===== src/rtl/uart_tx_fifo.sv =====
// Byte FIFO feeding a UART transmitter: buffers host writes and issues one
// start strobe per byte, paced by the transmitter's active/done feedback.
module uart_tx_fifo #(
  parameter int DEPTH  = 16,
  parameter int ADDR_W = 4
) (
  input  logic              i_clk,
  input  logic              i_rst,
  input  logic              i_wr_en,
  input  logic [7:0]        i_wr_byte,
  output logic              o_full,
  output logic              o_empty,
  output logic [ADDR_W:0]   o_count,
  output logic              o_overflow,
  input  logic              i_tx_active,
  input  logic              i_tx_done,
  output logic              o_tx_dv,
  output logic [7:0]        o_tx_byte
);

  typedef enum logic [1:0] {
    IDLE        = 2'd0,
    WAIT_ACTIVE = 2'd1,
    WAIT_DONE   = 2'd2
  } state_t;

  localparam logic [ADDR_W:0]   FULL_COUNT = (ADDR_W+1)'(DEPTH);
  localparam logic [ADDR_W:0]   COUNT_ONE  = (ADDR_W+1)'(1);
  localparam logic [ADDR_W-1:0] PTR_ONE    = ADDR_W'(1);

  state_t            state_r;
  state_t            state_s;
  logic [7:0]        mem_r [DEPTH];
  logic [ADDR_W-1:0] wr_ptr_r;
  logic [ADDR_W-1:0] rd_ptr_r;
  logic [ADDR_W:0]   count_r;
  logic              overflow_r;
  logic              tx_dv_r;
  logic [7:0]        tx_byte_r;
  logic              full_s;
  logic              empty_s;
  logic              wr_accept_s;
  logic              pop_s;

  // Flags come from the registered count, so a write is never popped in its own cycle.
  assign full_s      = (count_r == FULL_COUNT);
  assign empty_s     = (count_r == {(ADDR_W+1){1'b0}});
  assign wr_accept_s = i_wr_en & ~full_s;

  // Next-state and pop decision for the transmit sequencer.
  always_comb begin
    state_s = state_r;
    pop_s   = 1'b0;
    case (state_r)
      IDLE: begin
        if (!empty_s && !i_tx_active) begin
          pop_s   = 1'b1;
          state_s = WAIT_ACTIVE;
        end else begin
          state_s = IDLE;
        end
      end
      WAIT_ACTIVE: begin
        if (i_tx_active) begin
          state_s = WAIT_DONE;
        end else begin
          state_s = WAIT_ACTIVE;
        end
      end
      WAIT_DONE: begin
        if (i_tx_done) begin
          state_s = IDLE;
        end else begin
          state_s = WAIT_DONE;
        end
      end
      default: begin
        state_s = IDLE;
      end
    endcase
  end

  // Sequencer state register.
  always_ff @(posedge i_clk or posedge i_rst) begin
    if (i_rst) begin
      state_r <= IDLE;
    end else begin
      state_r <= state_s;
    end
  end

  // Storage array; contents are don't-care until written, so no reset.
  always_ff @(posedge i_clk) begin
    if (wr_accept_s) begin
      mem_r[wr_ptr_r] <= i_wr_byte;
    end
  end

  // Pointers, occupancy count and the overflow pulse.
  always_ff @(posedge i_clk or posedge i_rst) begin
    if (i_rst) begin
      wr_ptr_r   <= {ADDR_W{1'b0}};
      rd_ptr_r   <= {ADDR_W{1'b0}};
      count_r    <= {(ADDR_W+1){1'b0}};
      overflow_r <= 1'b0;
    end else begin
      overflow_r <= i_wr_en & full_s;
      if (wr_accept_s) begin
        wr_ptr_r <= wr_ptr_r + PTR_ONE;
      end
      if (pop_s) begin
        rd_ptr_r <= rd_ptr_r + PTR_ONE;
      end
      case ({wr_accept_s, pop_s})
        2'b10:   count_r <= count_r + COUNT_ONE;
        2'b01:   count_r <= count_r - COUNT_ONE;
        default: count_r <= count_r;
      endcase
    end
  end

  // Transmitter interface: one-cycle strobe, byte held until the next pop.
  always_ff @(posedge i_clk or posedge i_rst) begin
    if (i_rst) begin
      tx_dv_r   <= 1'b0;
      tx_byte_r <= 8'h00;
    end else begin
      tx_dv_r <= pop_s;
      if (pop_s) begin
        tx_byte_r <= mem_r[rd_ptr_r];
      end
    end
  end

  assign o_full     = full_s;
  assign o_empty    = empty_s;
  assign o_count    = count_r;
  assign o_overflow = overflow_r;
  assign o_tx_dv    = tx_dv_r;
  assign o_tx_byte  = tx_byte_r;

endmodule


===== config.mk =====
export PLATFORM = sky130hd
export DESIGN_NAME = uart_tx_fifo
export DESIGN_NICKNAME = d
export VERILOG_FILES = /design/src/rtl/uart_tx_fifo.sv
export SDC_FILE = /design/constraint.sdc
export NUM_CORES = 1
export LEC_CHECK = 0
export ABC_AREA = 1
export CORE_MARGIN = 2
export CORE_UTILIZATION = 30
export DETAILED_ROUTE_END_ITERATION = 8
export GPL_ROUTABILITY_DRIVEN = 0
export PLACE_DENSITY = 0.45
export SETUP_SLACK_MARGIN = 0.5
export SYNTH_ARGS = -nofsm -noshare
export SYNTH_HDL_FRONTEND = slang
export SYNTH_SLANG_ARGS = --single-unit

===== constraint.sdc =====
create_clock -name i_clk -period 2.8 [get_ports i_clk]
set_clock_uncertainty 0.2 [all_clocks]
set_input_delay 0.56 -clock i_clk [delete_from_list [all_inputs] [get_ports i_clk]]
set_output_delay 0.56 -clock i_clk [all_outputs]
set_load 0.01 [all_outputs]

# Yosys cells after proc, flatten, opt, wreduce, memory -nomap -nowiden
# Memories as Yosys holds them, arrays and structs flattened. A register that Yosys moved wholly into a read port is not among the register bits.
# Index checks and enable logic that the tools add are counted.
# classes
add_sub_neg,4
eq_ne,5
n_mux,9
bitwise_logic,3
n_reduce_logical,6
# ops
cell,n
$pmux 5 s2,1
$add 4x1->4 const B,2
$pmux 2 s3,1
$add 5x1->5 const B,1
$eq 5x5->1 const B,1
$logic_not 5->1,1
$mux 1,5
$sub 5x1->5 const B,1
$eq 2x1->1 const B,2
$eq 2x2->1 const B,2
$mux 2,2
$and 1x1->1,2
$logic_not 1->1,2
$logic_not 2->1,1
$reduce_bool 2->1,1
$logic_and 1x1->1,1
$not 1->1,1
# totals
regBits,17
ramBits,128
word_cells,34
n_memories,1
# memory_table
name,depth,word_bits,rd,rd_ports_with_merged_regs,wr,line,source
mem_r,16,8,1,1,1,33,logic [7:0] mem_r [DEPTH];

# Depth between registers and ports, before layout
# logic_depth
ltp_word,7
depth_mapped,19
ltp_nobuf,17

# Worst setup path after synthesis
# Ideal clock, no wire load.
# synth_path
path_kind,reg-to-reg
from,"register count_r[1], in the netlist o_count[1]"
to,"register count_r[4], in the netlist o_count[4]"
arrival_time_ns,2.264
required_time_ns,2.483
setup_slack_ns,0.220
stages_incl_launch_ff,19
path_buffers,2
period_less_slack_ns,2.580
cell_sequence,dfrtp_1 nor4_2 nand2_1 nand2_2 buf_4 ha_1 clkbuf_2 nand2_1 inv_1 nor2_1 ha_1 a21oi_1 nor2_1 nand2_1 nand2_1 nand2_1 nand2_1 nand2_1 nand2_1
# synth_via
elab_chain_len,7
elab_cells_between_ends,14
# synth_rtl
element,line,source
from (decl),36,logic [ADDR_W:0] count_r;
from (signal assigned),104,count_r <= {(ADDR_W+1){1'b0}};
from (signal assigned),115,2'b10: count_r <= count_r + COUNT_ONE;
from (signal assigned),116,2'b01: count_r <= count_r - COUNT_ONE;
$logic_not 5->1,47,assign empty_s = (count_r == {(ADDR_W+1){1'b0}});
$logic_not 1->1,56,if (!empty_s && !i_tx_active) begin
$logic_and 1x1->1,56,
$mux 1,56,
$mux 1,54,case (state_r)
$eq 2x1->1 or $eq 2x2->1 (tied branches),114,"case ({wr_accept_s, pop_s})"
$pmux 5 s2 or $reduce_bool 2->1 (tied branches),n/a,
# Several ways; a longest one is shown, not always the timed one.
# A chain may end at the register's enable or synchronous reset.

# Worst setup path in the final report
# layout_path
from,"register count_r[3], in the netlist o_count[3]"
to,"register count_r[4], in the netlist o_count[4]"
# The elaborated chain is that of the path after synthesis.

==> metrics.csv <==
metric;value;unit
synth_seq_cells;153;
wl_per_cell;16.4;µm
ys_seq_area_frac;0.651;
final_common_cell;nand2_1;
cts_tree;done;
multi_input_area;0.00184;mm²
ys_types;26;
worst_slew_pin_slew;0.756;ns
critPathMostFrequentCell;nand2_1;
core_area;0.0226;mm²
nFillCells;2266;
fmax;0.403;GHz
post-dp-hpwl;10900;µm
postRouteAntennaNets;0;
status;completed;
fin_crit_sh;0.887;
synth_nets;716;
slowest_stage;dfrtp_2;
die_h;155;µm
cts_hold_buf;0;
ys_warn_count;0;
crit_fanout;3;
layout_min_cycle_time;2.48;ns
cts_buffer_depth;2;
layout-drive-gt1-share;0.131;
cp.arrival;2.61;ns
htreeDepth;4;
cp_cell_sequence;nor4_4 > nand2_1 > buf_6 > nand2_4 > inv_2 > ha_4 > nand2_2 > inv_2 > nor2_4 > ha_4 > a21oi_4 > nor2_2 > nand2_1 > nand3_1 > nand2_1 > nand2_1 > nand2_1;
start_util;0.304;
power.total;8.42;mW
syn-instance-count;695;
synthToLayoutAreaGrowth;22.2;%
fin_util;0.372;
grt_overflow_total;0;
fp-row-count;55;
avgSynthCellArea;9.88;µm²
end_kind;flop;
drc;0;
drtPass1Iterations;5;
netlist_area;0.00687;mm²
clk-insertion-delay-late;0.43;ns
port_buffers;29;
cts_buffers;17;
slew_viol_final;0;
wl;17300;µm
io_pins;30;
routed_via_density;4.48;
diodes;0;
clock-sinks;153;
grt_pass1_wl;27200;µm
finalSetupViolCount;0;
register_area;0.00448;mm²
fin_nets;778;
grt_pass1_vias;4831;
maxSlewHeadroom;0.495;
track_usage;0.151;
slowest_delay;0.43;ns
hold_viol;0;
routed-via-count;4731;
die_area;0.0241;mm²
power.density;1000;mW/mm²
layout_common_cells;nand2_1, edfxtp_1, inv_1, nand3_1, buf_4;
drtIter0Drc;368;
worst_setup_path_start_kind;flop;
rsz0062_at_grt;true;
ir_worst_vdd;0.419;mV
drv_cap;0;
root_buffer;clkbuf_16;
antenna_found_initial;0;
setup_tns;0;ns
path_class;reg -> reg;
die_w;155;µm
required;2.93;ns
holdWs;0.284;ns
grt_max_degree;36;
hold_path_class;reg -> reg;
clkTransAtPathRegs;0.07;ns
p_leak;3.70;nW
==> power breakdown <==
part | switching [mW] | internal, mW
Sequential | 0.253 | 2.81
Combinational | 1.92 | 1.09
Clock | 1.01 | 1.35
==> cells in the mapped netlist, drive strengths merged <==
library cell,instances,share of area
nor2,4,0.0022
nand4,1,0.00091
dfrtp,25,0.091
nor3,17,0.012
o21ai,6,0.0044
nor4,1,0.0018
xor2,4,0.0051
nand3,100,0.073
o22ai,1,0.00091
inv,122,0.067
nand3b,2,0.0022
clkinv,1,0.00055
a21oi,1,0.00073
edfxtp,128,0.56
or2,1,0.00091
buf,27,0.026
xnor2,3,0.0038
nand2,240,0.13
ha,8,0.015
clkbuf,3,0.0018
==> per-stage QoR <==
step                cells  instance area [µm²]  setup slack [ns]
floorplan             695                 6900             0.288
global placement     1012                 7610            0.0549
detailed placement   1012                 7610           -0.0580
CTS                  1051                 8320             0.373
global route         1055                 8390             0.179
finish               1055                 8390             0.317
==> worst paths after layout <==
check | end | slack, ns | depth (start not counted) | from
max | o_count[4]$_DFFE_PP0P_ | 0.32 | 17 | o_count[3]$_DFFE_PP0P_
min | o_tx_byte[7]$_DFFE_PP0P_ | 0.28 | 2 | o_tx_byte[7]$_DFFE_PP0P_
min reg2reg | o_tx_byte[7]$_DFFE_PP0P_ | 0.28 | 2 | o_tx_byte[7]$_DFFE_PP0P_
max in group asynchronous | rd_ptr_r[0]$_DFFE_PP0P_ | 1.80 | 3 | i_rst
min in group asynchronous | o_count[3]$_DFFE_PP0P_ | 0.29 | 3 | i_rst
max reg2reg | o_count[4]$_DFFE_PP0P_ | 0.32 | 17 | o_count[3]$_DFFE_PP0P_
==> worst max-delay path, delay by kind of cell (launching register included) <==
kind / cells / cell delay, ns
and+or+nand+nor: 11 / 1.14
DFF: 1 / 0.43
adders and majority gates: 2 / 0.32
buffers and inverters: 3 / 0.24
AOI/OAI and AO/OA: 1 / 0.04
==> state kept, by name, summed over array words and instances, names as in the netlist <==
register,count
o_count,5
mem_r,128
o_tx_byte,8
rd_ptr_r,4
o_overflow,1
o_tx_dv,1
state_r,2
wr_ptr_r,4
==> metal layers <==
| metal | track usage | vias up | part of all wire |
|---|---|---|---|
| met5 | 0 | - | 0 |
| met4 | 0.0367 | 0 | 0.014 |
| met3 | 0.0379 | 21 | 0.038 |
| met2 | 0.255 | 73 | 0.49 |
| met1 | 0.197 | 2300 | 0.46 |
| li1 | - | 2337 | - |
==> cell families (layout without fill, tap and decap cells) <==
family	count (synthesis)	in the layout	share of synthesized area
XOR/XNOR	7	7	0.00893
flip-flops	153	153	0.651
AO/OA/AOI/OAI	8	8	0.00601
AND/OR/NAND/NOR	366	366	0.225
buffers and inverters	153	228	0.0946
adder cells (fa/ha/maj)	8	8	0.0146
==> what timing repair did <==
item	in CTS	in global routing
resized for setup	18	17
buffers inserted	7	4
endpoints found under the setup margin	4	34
pin swaps	7	4
==> layout make-up <==
type	instances	share of cell area
timing repair buffer	73	0.0769
clock buffer	17	0.0507
multi-input combinational	389	0.220
inverter	123	0.0553
clock inverter	15	0.0213
tap	285	0.0425
sequential	153	0.534
(Power assumes the default switching activity.)
